==> src/rtl/uart_types.sv <==
// Shared UART types: baud divisor widths and default oversampling and reset divisor.
package uart_types;

    localparam int BAUD_DIV_W     = 16;
    localparam int BAUD_FRAC_W    = 4;
    localparam int BAUD_OSR       = 16;
    localparam int BAUD_RESET_DIV = 4;

    typedef logic [BAUD_DIV_W-1:0]  baud_div_t;
    typedef logic [BAUD_FRAC_W-1:0] baud_frac_t;

endpackage

==> src/rtl/uart_frac_divider.sv <==
// Fractional clock divider producing the raw oversampling tick and divisor-change ack.
// tick_stb is the pre-register reload strobe; os_tick and div_ack follow it by one cycle.
module uart_frac_divider
    import uart_types::*;
#(
    parameter int DIV_W     = BAUD_DIV_W,
    parameter int FRAC_W    = BAUD_FRAC_W,
    parameter int RESET_DIV = BAUD_RESET_DIV
) (
    input  logic              clk,
    input  logic              rst,
    input  logic              enable,
    input  logic [DIV_W-1:0]  div_int,
    input  logic [FRAC_W-1:0] div_frac,
    input  logic              div_load,
    output logic              div_ack,
    output logic              tick_stb,
    output logic              os_tick
);

    logic [DIV_W-1:0]  cnt_q, cnt_d;
    logic [FRAC_W-1:0] acc_q, acc_d;
    logic [DIV_W-1:0]  act_int_q, act_int_d;
    logic [FRAC_W-1:0] act_frac_q, act_frac_d;
    logic [DIV_W-1:0]  pend_int_q, pend_int_d;
    logic [FRAC_W-1:0] pend_frac_q, pend_frac_d;
    logic              pend_vld_q, pend_vld_d;
    logic              ack_q, ack_d;
    logic              os_q, os_d;

    logic              reload;
    logic              apply;
    logic              carry;
    logic [DIV_W-1:0]  use_int;
    logic [DIV_W-1:0]  eff_int;
    logic [FRAC_W-1:0] use_frac;
    logic [FRAC_W-1:0] acc_base;
    logic [FRAC_W-1:0] acc_sum;

    always_comb begin
        reload   = enable && (cnt_q == '0);
        // A pending divisor lands on the next reload, or immediately while frozen.
        apply    = pend_vld_q && (reload || !enable);
        use_int  = apply ? pend_int_q  : act_int_q;
        use_frac = apply ? pend_frac_q : act_frac_q;
        eff_int  = (use_int == '0) ? DIV_W'(1) : use_int;
        acc_base = apply ? '0 : acc_q;
        {carry, acc_sum} = {1'b0, acc_base} + {1'b0, use_frac};

        cnt_d       = cnt_q;
        acc_d       = acc_q;
        act_int_d   = act_int_q;
        act_frac_d  = act_frac_q;
        pend_int_d  = pend_int_q;
        pend_frac_d = pend_frac_q;
        pend_vld_d  = pend_vld_q;
        ack_d       = apply;
        os_d        = reload;

        if (apply) begin
            act_int_d  = pend_int_q;
            act_frac_d = pend_frac_q;
            acc_d      = '0;
            pend_vld_d = 1'b0;
        end

        if (reload) begin
            acc_d = acc_sum;
            cnt_d = eff_int - DIV_W'(1) + DIV_W'(carry);
        end else if (enable) begin
            cnt_d = cnt_q - DIV_W'(1);
        end

        // A load arriving alongside an application becomes the next pending value.
        if (div_load) begin
            pend_int_d  = div_int;
            pend_frac_d = div_frac;
            pend_vld_d  = 1'b1;
        end
    end

    always_ff @(posedge clk) begin
        if (rst) begin
            cnt_q       <= DIV_W'(RESET_DIV - 1);
            acc_q       <= '0;
            act_int_q   <= DIV_W'(RESET_DIV);
            act_frac_q  <= '0;
            pend_int_q  <= '0;
            pend_frac_q <= '0;
            pend_vld_q  <= 1'b0;
            ack_q       <= 1'b0;
            os_q        <= 1'b0;
        end else begin
            cnt_q       <= cnt_d;
            acc_q       <= acc_d;
            act_int_q   <= act_int_d;
            act_frac_q  <= act_frac_d;
            pend_int_q  <= pend_int_d;
            pend_frac_q <= pend_frac_d;
            pend_vld_q  <= pend_vld_d;
            ack_q       <= ack_d;
            os_q        <= os_d;
        end
    end

    assign tick_stb = reload;
    assign os_tick  = os_q;
    assign div_ack  = ack_q;

endmodule

==> src/rtl/uart_baud_gen.sv <==
// UART baud generator: fractional oversampling tick plus TX bit and re-phasable RX mid-bit ticks.
// All outputs registered; ticks appear one cycle after the divider reload decision.
module uart_baud_gen
    import uart_types::*;
#(
    parameter int DIV_W     = BAUD_DIV_W,
    parameter int FRAC_W    = BAUD_FRAC_W,
    parameter int OSR       = BAUD_OSR,
    parameter int RESET_DIV = BAUD_RESET_DIV
) (
    input  logic                   clk,
    input  logic                   rst,
    input  logic                   enable,
    input  logic [DIV_W-1:0]       div_int,
    input  logic [FRAC_W-1:0]      div_frac,
    input  logic                   div_load,
    output logic                   div_ack,
    input  logic                   rx_resync,
    output logic                   os_tick,
    output logic                   tx_bit_tick,
    output logic                   rx_sample_tick,
    output logic [$clog2(OSR)-1:0] rx_phase
);

    localparam int              PH_W    = $clog2(OSR);
    localparam logic [PH_W-1:0] TX_LAST = PH_W'(OSR - 1);
    localparam logic [PH_W-1:0] RX_MID  = PH_W'(OSR / 2 - 1);

    logic            tick_stb;
    logic [PH_W-1:0] tx_ph_q, tx_ph_d;
    logic [PH_W-1:0] rx_ph_q, rx_ph_d;
    logic            tx_bit_q, tx_bit_d;
    logic            rx_smp_q, rx_smp_d;

    uart_frac_divider #(
        .DIV_W     (DIV_W),
        .FRAC_W    (FRAC_W),
        .RESET_DIV (RESET_DIV)
    ) u_div (
        .clk      (clk),
        .rst      (rst),
        .enable   (enable),
        .div_int  (div_int),
        .div_frac (div_frac),
        .div_load (div_load),
        .div_ack  (div_ack),
        .tick_stb (tick_stb),
        .os_tick  (os_tick)
    );

    // Phases advance on the edge that launches os_tick; OSR is a power of two so they wrap naturally.
    always_comb begin
        tx_ph_d  = tx_ph_q;
        rx_ph_d  = rx_ph_q;
        tx_bit_d = 1'b0;
        rx_smp_d = 1'b0;
        if (tick_stb) begin
            tx_ph_d  = tx_ph_q + PH_W'(1);
            tx_bit_d = (tx_ph_q == TX_LAST);
            rx_ph_d  = rx_ph_q + PH_W'(1);
            rx_smp_d = (rx_ph_q == RX_MID);
        end
        // Resync sampled on the tick-launching edge wins and swallows that sample.
        if (rx_resync) begin
            rx_ph_d  = '0;
            rx_smp_d = 1'b0;
        end
    end

    always_ff @(posedge clk) begin
        if (rst) begin
            tx_ph_q  <= '0;
            rx_ph_q  <= '0;
            tx_bit_q <= 1'b0;
            rx_smp_q <= 1'b0;
        end else begin
            tx_ph_q  <= tx_ph_d;
            rx_ph_q  <= rx_ph_d;
            tx_bit_q <= tx_bit_d;
            rx_smp_q <= rx_smp_d;
        end
    end

    assign tx_bit_tick    = tx_bit_q;
    assign rx_sample_tick = rx_smp_q;
    assign rx_phase       = rx_ph_q;

endmodule
==> config.mk <==
export PLATFORM = sky130hd
export DESIGN_NAME = uart_baud_gen
export DESIGN_NICKNAME = d
export VERILOG_FILES = /design/src/rtl/uart_types.sv /design/src/rtl/uart_frac_divider.sv /design/src/rtl/uart_baud_gen.sv
export SDC_FILE = /design/constraint.sdc
export NUM_CORES = 1
export LEC_CHECK = 0
export ABC_AREA = 1
export CORE_UTILIZATION = 30
export CTS_CLUSTER_SIZE = 14
export DETAILED_ROUTE_END_ITERATION = 12
export PLACE_DENSITY = 0.49
export SYNTH_ARGS = -nofsm -noshare
export SYNTH_HDL_FRONTEND = slang
export SYNTH_SLANG_ARGS = --single-unit
==> constraint.sdc <==
create_clock -name clk -period 5.7 [get_ports clk]
set_clock_uncertainty 0.1 [all_clocks]
set_input_delay 1.71 -clock clk [delete_from_list [all_inputs] [get_ports clk]]
set_output_delay 1.71 -clock clk [all_outputs]
set_load 0.02 [all_outputs]
Word-level counts from Yosys, hierarchy flattened. Index checks and enable logic that the tools add are counted.

Add/sub/neg operators: 6. Multiply operators: 0. Divide/modulo/power cells: 0. Order comparisons: 0. Eq/ne operators: 2. Shift operators: 0. Muxes and demuxes: 9. Bitwise gates (word level): 1. Reduce and logical (&&, ||, !) cells: 11.

Operators with widths (count): 16-bit 2-to-1 mux (4); 16-bit zero test (2); 16-bit by 1-bit subtractor with 16-bit output (second input constant) (2); 16-bit by 1-bit adder with 16-bit output (1); 4-bit 2-to-1 mux (3); 4-bit by 1-bit adder with 4-bit output (second input constant) (2); 4-bit by 4-bit adder with 5-bit output (1); 4-bit by 3-bit equality test with 1-bit output (second input constant) (1); 4-bit equality test (second input constant) (1); 2-bit nonzero test (2); 2-bit OR reduction (2); 3-bit OR reduction (1); 1-bit logical AND (2); 1-bit 2-to-1 mux (2); 1-bit zero test (1); 1-bit logical OR (1); 1-bit NOT (1).

Bits in registers: 73. Latch bits: 0. RAM bits: 0. Memory bits (read-only): 0. Input port bits: 25. Output and inout bits: 8. Word-level logic and storage cells: 42. Memories: 0.

Logic depth before layout (Yosys ltp).
Depth after elaboration: 10. Gate-level depth with buffers: 25. Gate-level depth less buffers: 25.

Cells and area by module. Synthesis repeated with hierarchy kept, for this count alone.

Cell total of the unflattened synthesis: 513. Area total of the unflattened synthesis: 3699.8 um^2.

Modules (own cells, without submodules): uart_frac_divider (times used 1, cells each 462, area each 3294.4 um^2, seq. area each 1261.2 um^2); uart_baud_gen (times used 1, cells each 51, area each 405.4 um^2, seq. area each 200.2 um^2).

Worst setup path after synthesis. OpenSTA, ideal clock, no wires.

Kind: in2reg. Start: in enable. End: reg u_div.cnt_q[10]. Setup time: 0.119 ns. Data arrival time: 4.352 ns. Data required time: 5.481 ns. Path slack: 1.129 ns. Stages on the path: 21. Buffers on the path: 3. Cell sequence: buf_2 > nand2_4 > nand2_4 > buf_6 > clkbuf_1 > o21ai_0 > inv_1 > ha_1 > fa_1 > nand2_1 > nand2_1 > a21oi_1 > ha_1 > ha_1 > inv_1 > nor2_2 > nand2_1 > nor2_1 > nand2_1 > nand3_1 > a21oi_1.

Word-level cells in the longest chain between the ends: 9. Elaborated cells on any way between the ends: 14. Those cells by class: add/sub: 3; mux: 5; reduce/logical: 6.

RTL lines: start, declared (line uart_baud_gen.sv:13) `input logic enable,`; 1-bit logical AND or 1-bit zero test (tied branches) (line uart_frac_divider.sv:41, uart_frac_divider.sv:43); 1-bit logical OR (line uart_frac_divider.sv:43) `apply = pend_vld_q && (reload || !enable);`; 1-bit logical AND (line uart_frac_divider.sv:43); 16-bit 2-to-1 mux (line uart_frac_divider.sv:44) `use_int = apply ? pend_int_q : act_int_q;`; 16-bit zero test (line uart_frac_divider.sv:46) `eff_int = (use_int == '0) ? DIV_W'(1) : use_int;`; 16-bit 2-to-1 mux (line uart_frac_divider.sv:46); 16-bit by 1-bit subtractor with 16-bit output (line uart_frac_divider.sv:69) `cnt_d = eff_int - DIV_W'(1) + DIV_W'(carry);`; 16-bit by 1-bit adder with 16-bit output (line uart_frac_divider.sv:69); 16-bit 2-to-1 mux (line uart_frac_divider.sv:67) `if (reload) begin`; end signal, assigned (line uart_frac_divider.sv:84) `cnt_q <= DIV_W'(RESET_DIV - 1);`; end signal, assigned (line uart_frac_divider.sv:94) `cnt_q <= cnt_d;`; end, declared (line uart_frac_divider.sv:21) `logic [DIV_W-1:0] cnt_q, cnt_d;`.

Several ways; a longest one is shown, not always the timed one. A chain may end at the register's enable or synchronous reset.

Final worst setup path. Ends and elaborated chain as after synthesis.

==> impl_metrics.env <==
export IMPL_outcome="finished clean"
export IMPL_syn_inst=546
export IMPL_final_seq_area_um2=1461
export IMPL_io_buffers=32
export IMPL_die_h_um=115.8
export IMPL_grt_overflow=0
export IMPL_required_ns=5.86
export IMPL_cts_sinks=73
export IMPL_p_per_area_nw_per_um2=297.8
export IMPL_ctsResizeCount=0
export IMPL_hold_violations=0
export IMPL_fin_crit_sh_pct=87.45
export IMPL_drc=0
export IMPL_r2r_start="u_div.cnt_q[0]$_SDFFE_PP1P_"
export IMPL_synthToLayoutAreaGrowth_pct=20.42
export IMPL_netlist_area_um2=3885
export IMPL_power_leakage_nw=2.081
export IMPL_p_seq_share_pct=39.6
export IMPL_arrival_ns=5.14
export IMPL_end_kind="flop"
export IMPL_ys_ff_latch=73
export IMPL_synth_nets=582
export IMPL_yosysSeqAreaShare_pct=37.62
export IMPL_multi_input_area_um2=2037
export IMPL_wire_per_inst_um=12.47
export IMPL_hold_class="reg2reg"
export IMPL_startpoint_type="input port"
export IMPL_rsz0062_at_grt="false"
export IMPL_io_pins=33
export IMPL_setup_violations=0
export IMPL_fill_cells=1374
export IMPL_drtIter0Drc=124
export IMPL_synth_avg_cell_area_um2=7.115
export IMPL_post_dp_cell_area_um2=4334
export IMPL_grt_pass1_vias=3349
export IMPL_rr_worst_depth=23
export IMPL_wirelength_um=9340
export IMPL_cts_hold_buf=0
export IMPL_root_buffer="clkbuf_16"
export IMPL_max_freq_mhz=200.6
export IMPL_whs_path_depth=2
export IMPL_holdPathEnd="u_div.pend_int_q[8]$_SDFFE_PP0P_"
export IMPL_crit_type="in2reg"
export IMPL_core_area_um2=12620
export IMPL_power_frac_comb_pct=13.9
export IMPL_clk_pin_slew_worst_paths_ns=0.06
export IMPL_grt_start_max_net_pins=36
export IMPL_clkPwrFrac_pct=46.4
export IMPL_max_slew_margin_pct=30.69
export IMPL_clockBufferDepth=2
export IMPL_die_x_um=115.8
export IMPL_hold_start="u_div.pend_int_q[8]$_SDFFE_PP0P_"
export IMPL_antenna_found_initial=0
export IMPL_yosys_warnings=0
export IMPL_drv_cap=0
export IMPL_clk_latency_ns=0.33
export IMPL_vias=3406
export IMPL_reg2reg_slack_ns=1.70
export IMPL_cts_buffers_inserted=9
export IMPL_layout_drive_gt1_share_pct=11.44
export IMPL_die_area_um2=13410
export IMPL_grt_usage_pct=15.65
export IMPL_cts_tree="yes"
export IMPL_postCtsSetupBuffers=0
export IMPL_dp_hpwl_um=6734
export IMPL_n_antenna_cell=0
export IMPL_final_nets=608
export IMPL_start_util_pct=30.79
export IMPL_slew_viol_final=0
export IMPL_vias_per_cell=4.547
export IMPL_critPathMaxFanout=13
export IMPL_period_needed_ns=4.985
export IMPL_rows=41
export IMPL_p_sw_mw=0.3481
export IMPL_ant_nets=0
export IMPL_grt_pass1_wl_um=16040
export IMPL_design_area_um2=4678
export IMPL_firstDrtPassIters=4
export IMPL_r2r_end="u_div.cnt_q[10]$_SDFFE_PP0P_"
export IMPL_p_sw_share_pct=24.99
export IMPL_gp_congestion=0.8354
export IMPL_setup_tns_ns=0
export IMPL_tightest_slew_ns=1.039
export IMPL_ir_drop_v=0.0001407
export IMPL_fin_util_pct=37.07
export IMPL_ys_types=39
export IMPL_p_int_mw=1.045
export IMPL_htree_num_levels=3
## layout make-up
class / instances / area share, %
clock buffer: 10 / 5.108
clock inverter: 6 / 2.247
inverter: 70 / 5.616
multi-input combinational: 381 / 43.54
sequential: 73 / 31.24
tap: 172 / 4.600
timing repair buffer: 37 / 7.649
## cells in the final DEF, fill, tap and decap left out, drive strengths merged, types with 2 or more instances in the layout
| cell type | netlist | routed |
|---|---|---|
| nand2 | 112 | 112 |
| nor2 | 79 | 79 |
| dfxtp | 73 | 73 |
| inv | 70 | 70 |
| o21ai | 55 | 55 |
| a21oi | 39 | 39 |
| nand3 | 34 | 34 |
| clkdlybuf4s50 | 0 | 32 |
| ha | 10 | 10 |
| clkbuf | 17 | 10 |
| nor3 | 9 | 9 |
| xor2 | 9 | 9 |
| nand4 | 8 | 8 |
| or2 | 5 | 5 |
| xnor2 | 5 | 5 |
| buf | 5 | 5 |
| a31oi | 3 | 3 |
| clkinv | 0 | 3 |
| bufinv | 0 | 3 |
| nor4 | 2 | 2 |
| and2 | 2 | 2 |
| o221ai | 2 | 2 |
| nor3b | 2 | 2 |
## state kept, by name, summed over array words and instances (netlist names)
signal / count
rx_phase: 4
rx_sample_tick: 1
tx_bit_tick: 1
tx_ph_q: 4
u_div.acc_q: 4
u_div.act_frac_q: 4
u_div.act_int_q: 16
u_div.cnt_q: 16
u_div.div_ack: 1
u_div.os_tick: 1
u_div.pend_frac_q: 4
u_div.pend_int_q: 16
u_div.pend_vld_q: 1
## worst max path at each step
| stage | startpoint | endpoint | slack, ns | cells past startpoint |
|---|---|---|---|---|
| 6_report | enable | u_div.cnt_q[10]$_SDFFE_PP0P_ | 0.72 | 20 |
| 5_1_grt | enable | u_div.cnt_q[10]$_SDFFE_PP0P_ | 0.36 | 20 |
| 4_1_cts | enable | u_div.cnt_q[10]$_SDFFE_PP0P_ | 0.72 | 20 |
| 3_5_place_dp | enable | u_div.cnt_q[10]$_SDFFE_PP0P_ | 0.38 | 20 |
| 3_3_place_gp | enable | u_div.cnt_q[10]$_SDFFE_PP0P_ | 0.47 | 21 |
| 2_1_floorplan | enable | u_div.cnt_q[10]$_SDFFE_PP0P_ | 1.13 | 21 |
## kinds of logic after synthesis
group	Yosys count	synth area share [%]
xor+xnor	14	3.156
buf+inv	92	9.952
flops	73	37.62
compound gates	102	14.40
fa+ha+maj	11	3.736
simple gates	254	31.14
## power groups by stage
| stage | combinational (mW) | sequential [mW] | clock (mW) |
|---|---|---|---|
| 2_1_floorplan | 0.146 | 0.558 | 0 |
| 5_1_grt | 0.222 | 0.555 | 0.688 |
| 3_5_place_dp | 0.195 | 0.564 | 0 |
| 4_1_cts | 0.196 | 0.552 | 0.663 |
| 6_report | 0.194 | 0.552 | 0.647 |
| 3_3_place_gp | 0.193 | 0.563 | 0 |
## critical path, stage by stage
cell,delay (ns)
clkdlybuf4s50_1,0.53
nand2_4,0.16
nand2_4,0.09
inv_1,0.12
or2_2,0.29
o21ai_0,0.10
inv_1,0.07
ha_1,0.22
fa_1,0.41
nand2_1,0.08
nand2_1,0.05
a21oi_1,0.14
ha_1,0.22
ha_1,0.18
inv_1,0.07
nor2_2,0.19
nand2_1,0.10
o21ai_1,0.14
nand3_1,0.09
a21oi_1,0.15
## cell usage after synthesis, drive strengths merged
library cell | number | area share, %
o22ai | 1 | 0.16
nor4 | 2 | 0.32
and3 | 1 | 0.16
nand3 | 34 | 5.0
nor2 | 79 | 8.9
xnor2 | 5 | 1.1
nand4 | 8 | 1.3
ha | 10 | 3.2
o21ai | 55 | 7.8
a41oi | 1 | 0.23
a21boi | 1 | 0.19
xor2 | 9 | 2.0
inv | 70 | 6.8
a31oi | 3 | 0.48
and2 | 2 | 0.32
nand2 | 112 | 13
or2 | 5 | 0.81
o221ai | 2 | 0.45
dfxtp | 73 | 38
nor3b | 2 | 0.39
fa | 1 | 0.52
buf | 5 | 1.4
a21oi | 39 | 5.1
nor3 | 9 | 1.2
clkbuf | 17 | 1.7
## layer usage
layer / vias up / wire length (um) / track usage (%)
met5: - / 0 / 0
met4: 0 / 169 / 6.581
met3: 11 / 191 / 2.824
met2: 33 / 4446 / 26.47
met1: 1558 / 4533 / 19.55
li1: 1804 / - / -
## stage by stage
step | power [mW] | hold WS (ns) | worst slack (ns) | instances
floorplan | 0.7037 | 0.3289 | 1.129 | 546
global placement | 0.7562 | 0.3571 | 0.4698 | 733
detailed placement | 0.7588 | 0.3580 | 0.3794 | 733
CTS | 1.411 | 0.3722 | 0.7156 | 749
global route | 1.465 | 0.3853 | 0.3563 | 749
finish | 1.393 | 0.3649 | 0.7153 | 749
No activity file was read; power rests on OpenSTA's default activity.
